--- config.mk ---
export PLATFORM = sky130hd
export DESIGN_NAME = alu_stack_sequencer_flat
export DESIGN_NICKNAME = d
export VERILOG_FILES = /design/src/rtl/alu_stack_sequencer_if.sv /design/src/rtl/alu_stack_sequencer.sv /design/src/flat_wrapper.sv
export SDC_FILE = /design/constraint.sdc
export NUM_CORES = 1
export LEC_CHECK = 0
export BUFFER_PORTS_ARGS = -buffer_cell sky130_fd_sc_hd__buf_2
export CORE_MARGIN = 5
export CORE_UTILIZATION = 54
export CTS_CLUSTER_DIAMETER = 120
export DETAILED_ROUTE_END_ITERATION = 6
export GPL_TIMING_DRIVEN = 0
export PLACE_DENSITY = 0.76
export SYNTH_ARGS = -nofsm -noshare
export SYNTH_HDL_FRONTEND = slang
export SYNTH_SLANG_ARGS = --single-unit
--- constraint.sdc ---
create_clock -name clk -period 3.39 [get_ports clk]
set_input_delay 0.5085 -clock clk [delete_from_list [all_inputs] [get_ports clk]]
set_output_delay 0.5085 -clock clk [all_outputs]
set_load 0.005 [all_outputs]
--- src/rtl/alu_stack_sequencer_if.sv ---
// Command/ALU/status bundle between the instruction decoder, the shared ALU
// and the stack sequencer. The master side is the environment (decoder + ALU)
// and the slave side is the sequencer.
interface alu_stack_sequencer_if #(
    parameter int CNT_W = 4
);
    logic              cmd_valid;
    logic              cmd_ready;
    logic [1:0]        cmd_kind;
    logic [3:0]        cmd_alu_op;
    logic [31:0]       cmd_data;
    logic [3:0]        alu_ctrl;
    logic [31:0]       alu_a;
    logic [31:0]       alu_b;
    logic [31:0]       alu_result;
    logic              top_valid;
    logic [31:0]       top_data;
    logic [CNT_W-1:0]  depth_count;
    logic              err;
    logic [1:0]        err_code;
    logic              err_clr;

    modport master (
        output cmd_valid, cmd_kind, cmd_alu_op, cmd_data, alu_result, err_clr,
        input  cmd_ready, alu_ctrl, alu_a, alu_b, top_valid, top_data,
               depth_count, err, err_code
    );

    modport slave (
        input  cmd_valid, cmd_kind, cmd_alu_op, cmd_data, alu_result, err_clr,
        output cmd_ready, alu_ctrl, alu_a, alu_b, top_valid, top_data,
               depth_count, err, err_code
    );
endinterface

--- src/rtl/alu_stack_sequencer.sv ---
// Stack-machine sequencer for a shared combinational 32-bit ALU.
// Accepts PUSH/POP/ALU/NOP commands, feeds ALU operands from the stack top
// and writes the ALU result back. ALU commands take IDLE -> EXEC -> WB.
// Optional feature: define ALU_DIV_ZERO_CHECK_EN to reject divide-by-zero
// (opcode 3 with T==0, opcode 4 with N==0) at accept time.
module alu_stack_sequencer #(
    parameter int DEPTH = 8,
    parameter int CNT_W = 4
) (
    input  logic                  clk,
    input  logic                  rst_n,
    alu_stack_sequencer_if.slave  bus
);
    localparam int DATA_W = 32;
    localparam int PTR_W  = $clog2(DEPTH);

    localparam logic [1:0] K_PUSH = 2'd1;
    localparam logic [1:0] K_POP  = 2'd2;
    localparam logic [1:0] K_ALU  = 2'd3;

    localparam logic [1:0] E_NONE = 2'd0;
    localparam logic [1:0] E_OVF  = 2'd1;
    localparam logic [1:0] E_UNF  = 2'd2;
    localparam logic [1:0] E_ILL  = 2'd3;

    typedef enum logic [1:0] {
        S_IDLE = 2'd0,
        S_EXEC = 2'd1,
        S_WB   = 2'd2
    } state_t;

    state_t                r_state;
    logic                  r_ready;
    logic [CNT_W-1:0]      r_cnt;
    logic [CNT_W-1:0]      r_new_cnt;
    logic [PTR_W-1:0]      r_wr_idx;
    logic [3:0]            r_alu_ctrl;
    logic [DATA_W-1:0]     r_alu_a;
    logic [DATA_W-1:0]     r_alu_b;
    logic [DATA_W-1:0]     r_res;
    logic                  r_err;
    logic [1:0]            r_err_code;
    logic [DATA_W-1:0]     r_stack [DEPTH];

    logic                  w_accept;
    logic                  w_unary;
    logic                  w_few;
    logic                  w_div0;
    logic                  w_full;
    logic                  w_empty;
    logic [PTR_W-1:0]      w_top_idx;
    logic [PTR_W-1:0]      w_nxt_idx;
    logic [PTR_W-1:0]      w_push_idx;
    logic [DATA_W-1:0]     w_top;
    logic [DATA_W-1:0]     w_nxt;
    logic [1:0]            w_err_code;
    logic                  w_push_ok;
    logic                  w_pop_ok;
    logic                  w_alu_go;

    // Decode the offered command against the current stack state.
    always_comb begin
        w_accept   = bus.cmd_valid & r_ready;
        w_full     = (r_cnt == CNT_W'(DEPTH));
        w_empty    = (r_cnt == '0);
        w_top_idx  = PTR_W'(r_cnt - CNT_W'(1));
        w_nxt_idx  = PTR_W'(r_cnt - CNT_W'(2));
        w_push_idx = PTR_W'(r_cnt);
        w_top      = r_stack[w_top_idx];
        w_nxt      = r_stack[w_nxt_idx];
        w_unary    = (bus.cmd_alu_op == 4'd7) || (bus.cmd_alu_op == 4'd8);
        w_few      = w_unary ? w_empty : (r_cnt < CNT_W'(2));
`ifdef ALU_DIV_ZERO_CHECK_EN
        w_div0     = ((bus.cmd_alu_op == 4'd3) && (w_top == '0)) ||
                     ((bus.cmd_alu_op == 4'd4) && (w_nxt == '0));
`else
        w_div0     = 1'b0;
`endif
        w_err_code = E_NONE;
        w_push_ok  = 1'b0;
        w_pop_ok   = 1'b0;
        w_alu_go   = 1'b0;
        if (w_accept) begin
            case (bus.cmd_kind)
                K_PUSH: begin
                    if (w_full) w_err_code = E_OVF;
                    else        w_push_ok  = 1'b1;
                end
                K_POP: begin
                    if (w_empty) w_err_code = E_UNF;
                    else         w_pop_ok   = 1'b1;
                end
                K_ALU: begin
                    if (bus.cmd_alu_op == 4'd15) w_err_code = E_ILL;
                    else if (w_few)              w_err_code = E_UNF;
                    else if (w_div0)             w_err_code = E_ILL;
                    else                         w_alu_go   = 1'b1;
                end
                default: ;
            endcase
        end
    end

    // Control FSM: state, handshake, depth, error flag and registered ALU drive.
    always_ff @(posedge clk or negedge rst_n) begin
        if (!rst_n) begin
            r_state    <= S_IDLE;
            r_ready    <= 1'b1;
            r_cnt      <= '0;
            r_new_cnt  <= '0;
            r_wr_idx   <= '0;
            r_alu_ctrl <= '0;
            r_alu_a    <= '0;
            r_alu_b    <= '0;
            r_err      <= 1'b0;
            r_err_code <= E_NONE;
        end else begin
            // First error is kept; a clear in the same cycle as a new error lets the new one in.
            if (w_err_code != E_NONE) begin
                if (!r_err || bus.err_clr) begin
                    r_err      <= 1'b1;
                    r_err_code <= w_err_code;
                end
            end else if (bus.err_clr) begin
                r_err      <= 1'b0;
                r_err_code <= E_NONE;
            end

            case (r_state)
                S_IDLE: begin
                    if (w_push_ok) r_cnt <= r_cnt + CNT_W'(1);
                    if (w_pop_ok)  r_cnt <= r_cnt - CNT_W'(1);
                    if (w_alu_go) begin
                        r_alu_ctrl <= bus.cmd_alu_op;
                        if (w_unary) begin
                            r_alu_a   <= w_top;
                            r_alu_b   <= '0;
                            r_new_cnt <= r_cnt;
                            r_wr_idx  <= w_top_idx;
                        end else begin
                            r_alu_a   <= w_nxt;
                            r_alu_b   <= w_top;
                            r_new_cnt <= r_cnt - CNT_W'(1);
                            r_wr_idx  <= w_nxt_idx;
                        end
                        r_state <= S_EXEC;
                        r_ready <= 1'b0;
                    end
                end
                S_EXEC: begin
                    r_state <= S_WB;
                end
                S_WB: begin
                    r_cnt   <= r_new_cnt;
                    r_state <= S_IDLE;
                    r_ready <= 1'b1;
                end
                default: begin
                    r_state <= S_IDLE;
                    r_ready <= 1'b1;
                end
            endcase
        end
    end

    // Stack storage and ALU result capture; contents need no reset.
    always_ff @(posedge clk) begin
        if (w_push_ok) r_stack[w_push_idx] <= bus.cmd_data;
        if (r_state == S_EXEC) r_res <= bus.alu_result;
        if (r_state == S_WB) r_stack[r_wr_idx] <= r_res;
    end

    assign bus.cmd_ready   = r_ready;
    assign bus.alu_ctrl    = r_alu_ctrl;
    assign bus.alu_a       = r_alu_a;
    assign bus.alu_b       = r_alu_b;
    assign bus.top_valid   = ~w_empty;
    assign bus.top_data    = w_empty ? '0 : w_top;
    assign bus.depth_count = r_cnt;
    assign bus.err         = r_err;
    assign bus.err_code    = r_err_code;

endmodule

--- src/flat_wrapper.sv ---
// flat-port wrapper written by rule: the top's interface ports become plain ports
module alu_stack_sequencer_flat 
#(
    parameter int DEPTH = 8,
    parameter int CNT_W = 4
)
  (clk, rst_n, bus_cmd_valid, bus_cmd_kind, bus_cmd_alu_op, bus_cmd_data, bus_alu_result, bus_err_clr, bus_cmd_ready, bus_alu_ctrl, bus_alu_a, bus_alu_b, bus_top_valid, bus_top_data, bus_depth_count, bus_err, bus_err_code);
  alu_stack_sequencer_if #(.CNT_W(CNT_W)) bus_i ();
  input  logic clk;
  input  logic rst_n;
  input wire logic [$bits(bus_i.cmd_valid)-1:0] bus_cmd_valid;
  input wire logic [$bits(bus_i.cmd_kind)-1:0] bus_cmd_kind;
  input wire logic [$bits(bus_i.cmd_alu_op)-1:0] bus_cmd_alu_op;
  input wire logic [$bits(bus_i.cmd_data)-1:0] bus_cmd_data;
  input wire logic [$bits(bus_i.alu_result)-1:0] bus_alu_result;
  input wire logic [$bits(bus_i.err_clr)-1:0] bus_err_clr;
  output wire logic [$bits(bus_i.cmd_ready)-1:0] bus_cmd_ready;
  output wire logic [$bits(bus_i.alu_ctrl)-1:0] bus_alu_ctrl;
  output wire logic [$bits(bus_i.alu_a)-1:0] bus_alu_a;
  output wire logic [$bits(bus_i.alu_b)-1:0] bus_alu_b;
  output wire logic [$bits(bus_i.top_valid)-1:0] bus_top_valid;
  output wire logic [$bits(bus_i.top_data)-1:0] bus_top_data;
  output wire logic [$bits(bus_i.depth_count)-1:0] bus_depth_count;
  output wire logic [$bits(bus_i.err)-1:0] bus_err;
  output wire logic [$bits(bus_i.err_code)-1:0] bus_err_code;
  assign bus_i.cmd_valid = bus_cmd_valid;
  assign bus_i.cmd_kind = bus_cmd_kind;
  assign bus_i.cmd_alu_op = bus_cmd_alu_op;
  assign bus_i.cmd_data = bus_cmd_data;
  assign bus_i.alu_result = bus_alu_result;
  assign bus_i.err_clr = bus_err_clr;
  assign bus_cmd_ready = bus_i.cmd_ready;
  assign bus_alu_ctrl = bus_i.alu_ctrl;
  assign bus_alu_a = bus_i.alu_a;
  assign bus_alu_b = bus_i.alu_b;
  assign bus_top_valid = bus_i.top_valid;
  assign bus_top_data = bus_i.top_data;
  assign bus_depth_count = bus_i.depth_count;
  assign bus_err = bus_i.err;
  assign bus_err_code = bus_i.err_code;
  alu_stack_sequencer #(.DEPTH(DEPTH), .CNT_W(CNT_W)) u_core (.clk(clk), .rst_n(rst_n), .bus(bus_i));
endmodule
# Word-level counts from Yosys, hierarchy flattened
# Memories as Yosys holds them, arrays and structs flattened.
# Index checks and enable logic that the tools add are counted.
# classes
add_sub_neg	3
magnitude_cmp	1
n_eq_ne	12
n_mux	39
bitwise_logic	3
n_reduce_logical	12
# ops
cell	count
$mux W32	3
$mux W1	20
$mux W2	8
$eq A4 B4 Y1 const B	3
$mux W4	3
$pmux W4 S2	1
$reduce_and A2 Y1	4
$eq A2 B2 Y1 const B	3
$pmux W2 S3	1
$reduce_bool A2 Y1	3
$add A4 B1 Y4 const B	1
$eq A2 B1 Y1 const B	2
$eq A4 B3 Y1 const B	1
$logic_not A4 Y1	1
$lt A4 B2 Y1 const B	1
$pmux W2 S2	1
$sub A4 B1 Y4 const B	1
$mux W3	1
$ne A3 B1 Y1 const B	1
$sub A3 B2 Y3 const B	1
$logic_not A2 Y1	1
$logic_or A1 B1 Y1	2
$ne A2 B1 Y1 const B	1
$ne A2 B2 Y1 const B	1
other kinds (4)	5
# totals
ff_bits	117
ram_bits	256
input_bits	74
word_cells	82
mem_count	1
# mem_list
name	words	width	read_ports	rd_ports_with_merged_regs	write_ports	line	source
u_core.r_stack	8	32	2	0	2	alu_stack_sequencer.sv:43	logic [DATA_W-1:0] r_stack [DEPTH];

# Logic depth before layout (Yosys ltp)
# logic_depth
ltp_word	10
ltp_mapped	13

# Worst setup path before layout
# OpenSTA, ideal clock, no wires.
# synth_path
kind	register to register
from	register u_core.r_cnt[1], in the netlist u_core.bus.depth_count[1]
to	memory u_core.r_stack[1][0], enable pin
arrival_time_ns	3.318
required_time_ns	3.001
slack_ns	-0.317
stages_incl_launch_ff	11
period_less_slack_ns	3.707
path_cell_list	dfrtp_1 -> clkbuf_1 -> buf_2 -> buf_2 -> inv_1 -> ha_1 -> and3b_1 -> or4b_2 -> nor2_1 -> nand2_1 -> nand2_1
# synth_rtl
item	line	source
from (decl)	alu_stack_sequencer.sv:34	logic [CNT_W-1:0] r_cnt;
from (signal assigned)	alu_stack_sequencer.sv:131	if (w_push_ok) r_cnt <= r_cnt + CNT_W'(1);
from (signal assigned)	alu_stack_sequencer.sv:132	if (w_pop_ok) r_cnt <= r_cnt - CNT_W'(1);
from (signal assigned)	alu_stack_sequencer.sv:154	r_cnt <= r_new_cnt;
to (decl)	alu_stack_sequencer.sv:43	

# Worst setup path after layout
# layout_path
from	register u_core.r_cnt[0], in the netlist u_core.bus.depth_count[0]
to	output port bus_top_data[24]
# layout_between
elab_chain_len	3
# layout_lines
item	line	source
$sub A4 B1 Y4	alu_stack_sequencer.sv:66	w_top_idx = PTR_W'(r_cnt - CNT_W'(1));
$mem_v2 Z8 W32	--	
$mux W32 *	alu_stack_sequencer.sv:178	assign bus.top_data = w_empty ? '0 : w_top;
to (decl)	flat_wrapper.sv:22	output wire logic [$bits(bus_i.top_data)-1:0] bus_top_data;
# Mark *: on every way between the ends. The rest lies on a longest branch, timed or not.

==> out/summary.txt <==
STA
----------------------------------------------------------------------------------
Max Transition Viols Final                                                       0
Max Fclk                                                                   301 MHz
Worst slew margin                                                            0.240
Unrepaired setup endpoints after global routing                                 no
Worst setup margin                                                       0.0624 ns
Setup TNS                                                                     0 ns
Number of failing setup endpoints in the final timing report                     0
Slew @ Worst Pin                                                           1.14 ns
Clk_skew                                                                 0.0180 ns
Minimum clock period                                                       3.33 ns
Part of the cycle the worst path needs                                       0.982
Count of final hold-check violations                                             0

SYNTH
----------------------------------------------------------------------------------
Portion of the post-synthesis area used by sequential elements               0.541
Number of enable-type register cells in the synthesized netlist                288
Number of distinct library cells after synthesis                                55
Synthesis-stage register bit count                                             373
Fraction of registers with async set/reset                                   0.228
Primary flip-flop cell chosen by synthesis mapping                    sky130_fd_sc_hd__edfxtp_1
Netlist Area Pre-Place                                                  0.0199 mm2
Ys Warns                                                                         0
Syn avg cell area                                                         13.7 um2
Most common library cells after synthesis                             sky130_fd_sc_hd__edfxtp_1 (288), sky130_fd_sc_hd__mux2_2 (258), sky130_fd_sc_hd__mux2i_1 (160)
Proportion of netlist area held by the largest area contributor              0.434
Cell with the most instances after synthesis                          sky130_fd_sc_hd__edfxtp_1
Post-Synthesis Net Count                                                     1,536
Largest cells by area after synthesis                                 sky130_fd_sc_hd__edfxtp_1 (43%), sky130_fd_sc_hd__mux2_2 (15%), sky130_fd_sc_hd__dfrtp_1 (11%)
Cells after synthesis                                                        1,456
Largest area contributor in the netlist                               sky130_fd_sc_hd__edfxtp_1

WORST SETUP PATH
----------------------------------------------------------------------------------
Delay of the slowest cell on the worst path                                0.48 ns
Worst EP required                                                          2.88 ns
Ordered list of cells on the worst path                               inv_8, buf_6, ha_4, xnor2_4, buf_12, clkbuf_2, nand3_1, nand4_1, nor2_1, buf_2
Worst Path Arrival                                                         2.82 ns
Worst setup SP type                                                      flip-flop
Capturing element type of the critical path                           primary output
Family of cells with the greatest summed delay on the critical path   buffers and inverters
Buffers & Inverters on Critical Path                                             5
Crit path max-delay cell type                                         sky130_fd_sc_hd__dfrtp_2
Largest fanout of any net on the critical path                                  14
Path type of the worst setup path                                     flip-flop to primary output

DRT
----------------------------------------------------------------------------------
Count of nets left with antenna violations after detail routing                  0
DRT Pass-1 Iters                                                                 7
Routed vias                                                                 14,900
Average wire length per cell after detail routing                          29.5 um
DRC viols                                                                        1
Drt total wl                                                             65,000 um
Violation count after the first detailed-route iteration                     1,904
Via-per-instance ratio                                                        6.76

WORST HOLD PATH
----------------------------------------------------------------------------------
Hold Path Class                                                       input port to flip-flop

FINAL LAYOUT
----------------------------------------------------------------------------------
Final Cell Area                                                         0.0235 mm2
Layout area overhead                                                         18.0%
Share of cells above drive strength 1                                        0.397
# fillers                                                                    2,635
Multi-input gate area in the final layout                              0.00873 mm2
FF+latch area                                                           0.0108 mm2
Total number of nets in the final design                                     1,783
Layout Cells excl Fill                                                       2,205

CLOCK NETWORK
----------------------------------------------------------------------------------
Clock-pin transition on the worst setup and hold timing paths              0.06 ns
Insertion delay to the later sink of the worst-skew pair                   0.55 ns
CTS H-tree depth                                                                 2
Sinks on Clock Net                                                             373
CTS tree                                                                     built
Clock Path Buffers                                                               3
Library cell used as clock root buffer                                sky130_fd_sc_hd__clkbuf_16
Clock buffers created by TritonCTS                                              41

PLACEMENT
----------------------------------------------------------------------------------
Final GP Congestion                                                          0.913
Cell total after placement                                                   2,108
Placed standard-cell area                                               0.0215 mm2
Worst setup slack after placement                                         -1.31 ns
Buffers added on ports                                                         182
Detailed Place HPWL                                                      40,800 um

FLOORPLANNING
----------------------------------------------------------------------------------
Effective utilization at floorplan                                           0.545
Overall die height                                                          202 um
Width of the chip                                                           202 um
Placeable core region                                                   0.0365 mm2
Number of rows in the core area                                                 70
Die area                                                                0.0408 mm2
I/O pins                                                                       183

STATUS
----------------------------------------------------------------------------------
Violations in the final reports                                       design-rule violations
Status                                                                complete, but fails checks

GLOBAL ROUTE
----------------------------------------------------------------------------------
Initial antenna violation count                                                  3
Maximum number of pins on one net before global-route repair                    45
Wire length of the first global-routing pass                             95,500 um
Vias in the first global route                                              15,200
Global route total overflow                                                      0
GRT Resource Usage Total                                                     0.309

POWER
----------------------------------------------------------------------------------
PwrDens                                                                 939 mW/mm2
Leakage power of the design                                                9.00 nW
VDD IR max                                                              0.000641 V

RUN
----------------------------------------------------------------------------------
Max-capacitance violation count                                                  0

==> per-layer routing <==
| metal | wire length [um] | part of all wire | global-route usage | vias up |
|---|---|---|---|---|
| met3 | 7610 | 0.12 | 0.0805 | 258 |
| met1 | 24000 | 0.37 | 0.402 | 7368 |
| met5 | 24 | 0.00037 | 0 | - |
| met4 | 3380 | 0.052 | 0.162 | 4 |
| met2 | 30000 | 0.46 | 0.481 | 1100 |
| li1 | - | - | - | 6168 |
==> cells in the final DEF (no fill, tap or decap), types with 3 or more instances in the layout <==
cell type / n
sky130_fd_sc_hd__nand3_1: 132
sky130_fd_sc_hd__o31ai_1: 32
sky130_fd_sc_hd__buf_12: 9
sky130_fd_sc_hd__nand3b_1: 3
sky130_fd_sc_hd__mux2i_1: 159
sky130_fd_sc_hd__clkinv_2: 7
sky130_fd_sc_hd__clkinv_1: 4
sky130_fd_sc_hd__buf_6: 7
sky130_fd_sc_hd__clkbuf_8: 8
sky130_fd_sc_hd__dfrtp_1: 82
sky130_fd_sc_hd__clkbuf_16: 45
sky130_fd_sc_hd__o22a_1: 32
sky130_fd_sc_hd__buf_2: 204
sky130_fd_sc_hd__clkbuf_4: 9
sky130_fd_sc_hd__mux4_2: 64
sky130_fd_sc_hd__clkbuf_2: 10
sky130_fd_sc_hd__bufinv_16: 6
sky130_fd_sc_hd__nor2b_1: 3
sky130_fd_sc_hd__clkbuf_1: 49
sky130_fd_sc_hd__a21o_4: 4
sky130_fd_sc_hd__inv_1: 5
sky130_fd_sc_hd__buf_1: 6
sky130_fd_sc_hd__buf_4: 29
sky130_fd_sc_hd__nand4_1: 34
sky130_fd_sc_hd__xnor2_1: 3
sky130_fd_sc_hd__ha_1: 5
sky130_fd_sc_hd__nand2_1: 64
sky130_fd_sc_hd__nand2_4: 3
sky130_fd_sc_hd__o21ai_1: 8
sky130_fd_sc_hd__nor2_1: 79
sky130_fd_sc_hd__edfxtp_1: 288
sky130_fd_sc_hd__o21ai_0: 32
sky130_fd_sc_hd__mux2_2: 258
==> per-stage QoR <==
step           hold WS (ns)  total power, W   util
4_1_cts               0.111          0.0216  0.640
6_report              0.127          0.0221  0.644
3_3_place_gp          0.455          0.0156  0.587
3_5_place_dp          0.460          0.0158  0.589
2_1_floorplan         0.213          0.0121      -
5_1_grt               0.115          0.0228  0.644
==> final timing paths <==
kind / end / cells after the start / from / slack (ns)
max: bus_top_data[24] / 10 / u_core.bus.depth_count[0] / 0.06
min: u_core.r_res[13] / 1 / bus_alu_result[13] / 0.13
max reg2reg: u_core.r_stack[5][5] / 8 / u_core.bus.depth_count[1] / 0.07
min reg2reg: u_core.bus.alu_b[30] / 2 / u_core.bus.alu_b[30] / 0.47
max in group asynchronous: u_core.bus.cmd_ready / 3 / rst_n / 2.14
min in group asynchronous: u_core.bus.alu_a[27] / 2 / rst_n / 0.52
==> what timing repair did <==
action | CTS | global route
gates resized for setup | 90 | 24
endpoints found under the hold margin | 41 | 0
setup endpoints to repair | 370 | 140
cloned | 1 | 0
buffers inserted | 15 | 6
pin swaps | 11 | 3
hold buffers | 1 | 0
==> cell type report <==
type	count	share of cell area
Sequential cell	373	0.458
Multi-Input combinational cell	956	0.371
Clock buffer	57	0.0506
Buffer	116	0.0322
Antenna cell	1	0.000106
Clock inverter	19	0.0105
Timing Repair Buffer	207	0.0501
Inverter	8	0.00176
Tap cell	468	0.0249
==> state kept, by name (all words and copies together), names as in the netlist <==
signal / cells
u_core.r_stack: 256
u_core.bus.alu_a: 32
u_core.bus.alu_b: 32
u_core.r_res: 32
u_core.bus.alu_ctrl: 4
u_core.bus.depth_count: 4
u_core.r_new_cnt: 4
u_core.r_wr_idx: 3
u_core.bus.err_code: 2
u_core.r_state: 2
u_core.bus.cmd_ready: 1
u_core.bus.err: 1
==> power breakdown <==
group | internal (W) | switching, W | leakage (nW)
clock | 0.00291 | 0.00190 | 0.706
combinational | 0.00481 | 0.00646 | 4.68
sequential | 0.00560 | 0.000411 | 3.62
total | 0.0133 | 0.00877 | 9.00
==> kinds of logic (layout without fill, tap and decap cells) <==
family | Yosys count | count (layout) | synth area share
simple gates | 337 | 337 | 0.0812
mux | 482 | 482 | 0.299
flops | 373 | 373 | 0.541
xor+xnor | 6 | 6 | 0.00264
fa+ha+maj | 6 | 6 | 0.00377
compound gates | 125 | 125 | 0.0450
other cells | 0 | 1 | 0
buf+inv | 127 | 407 | 0.0277
(Power assumes the default switching activity.)
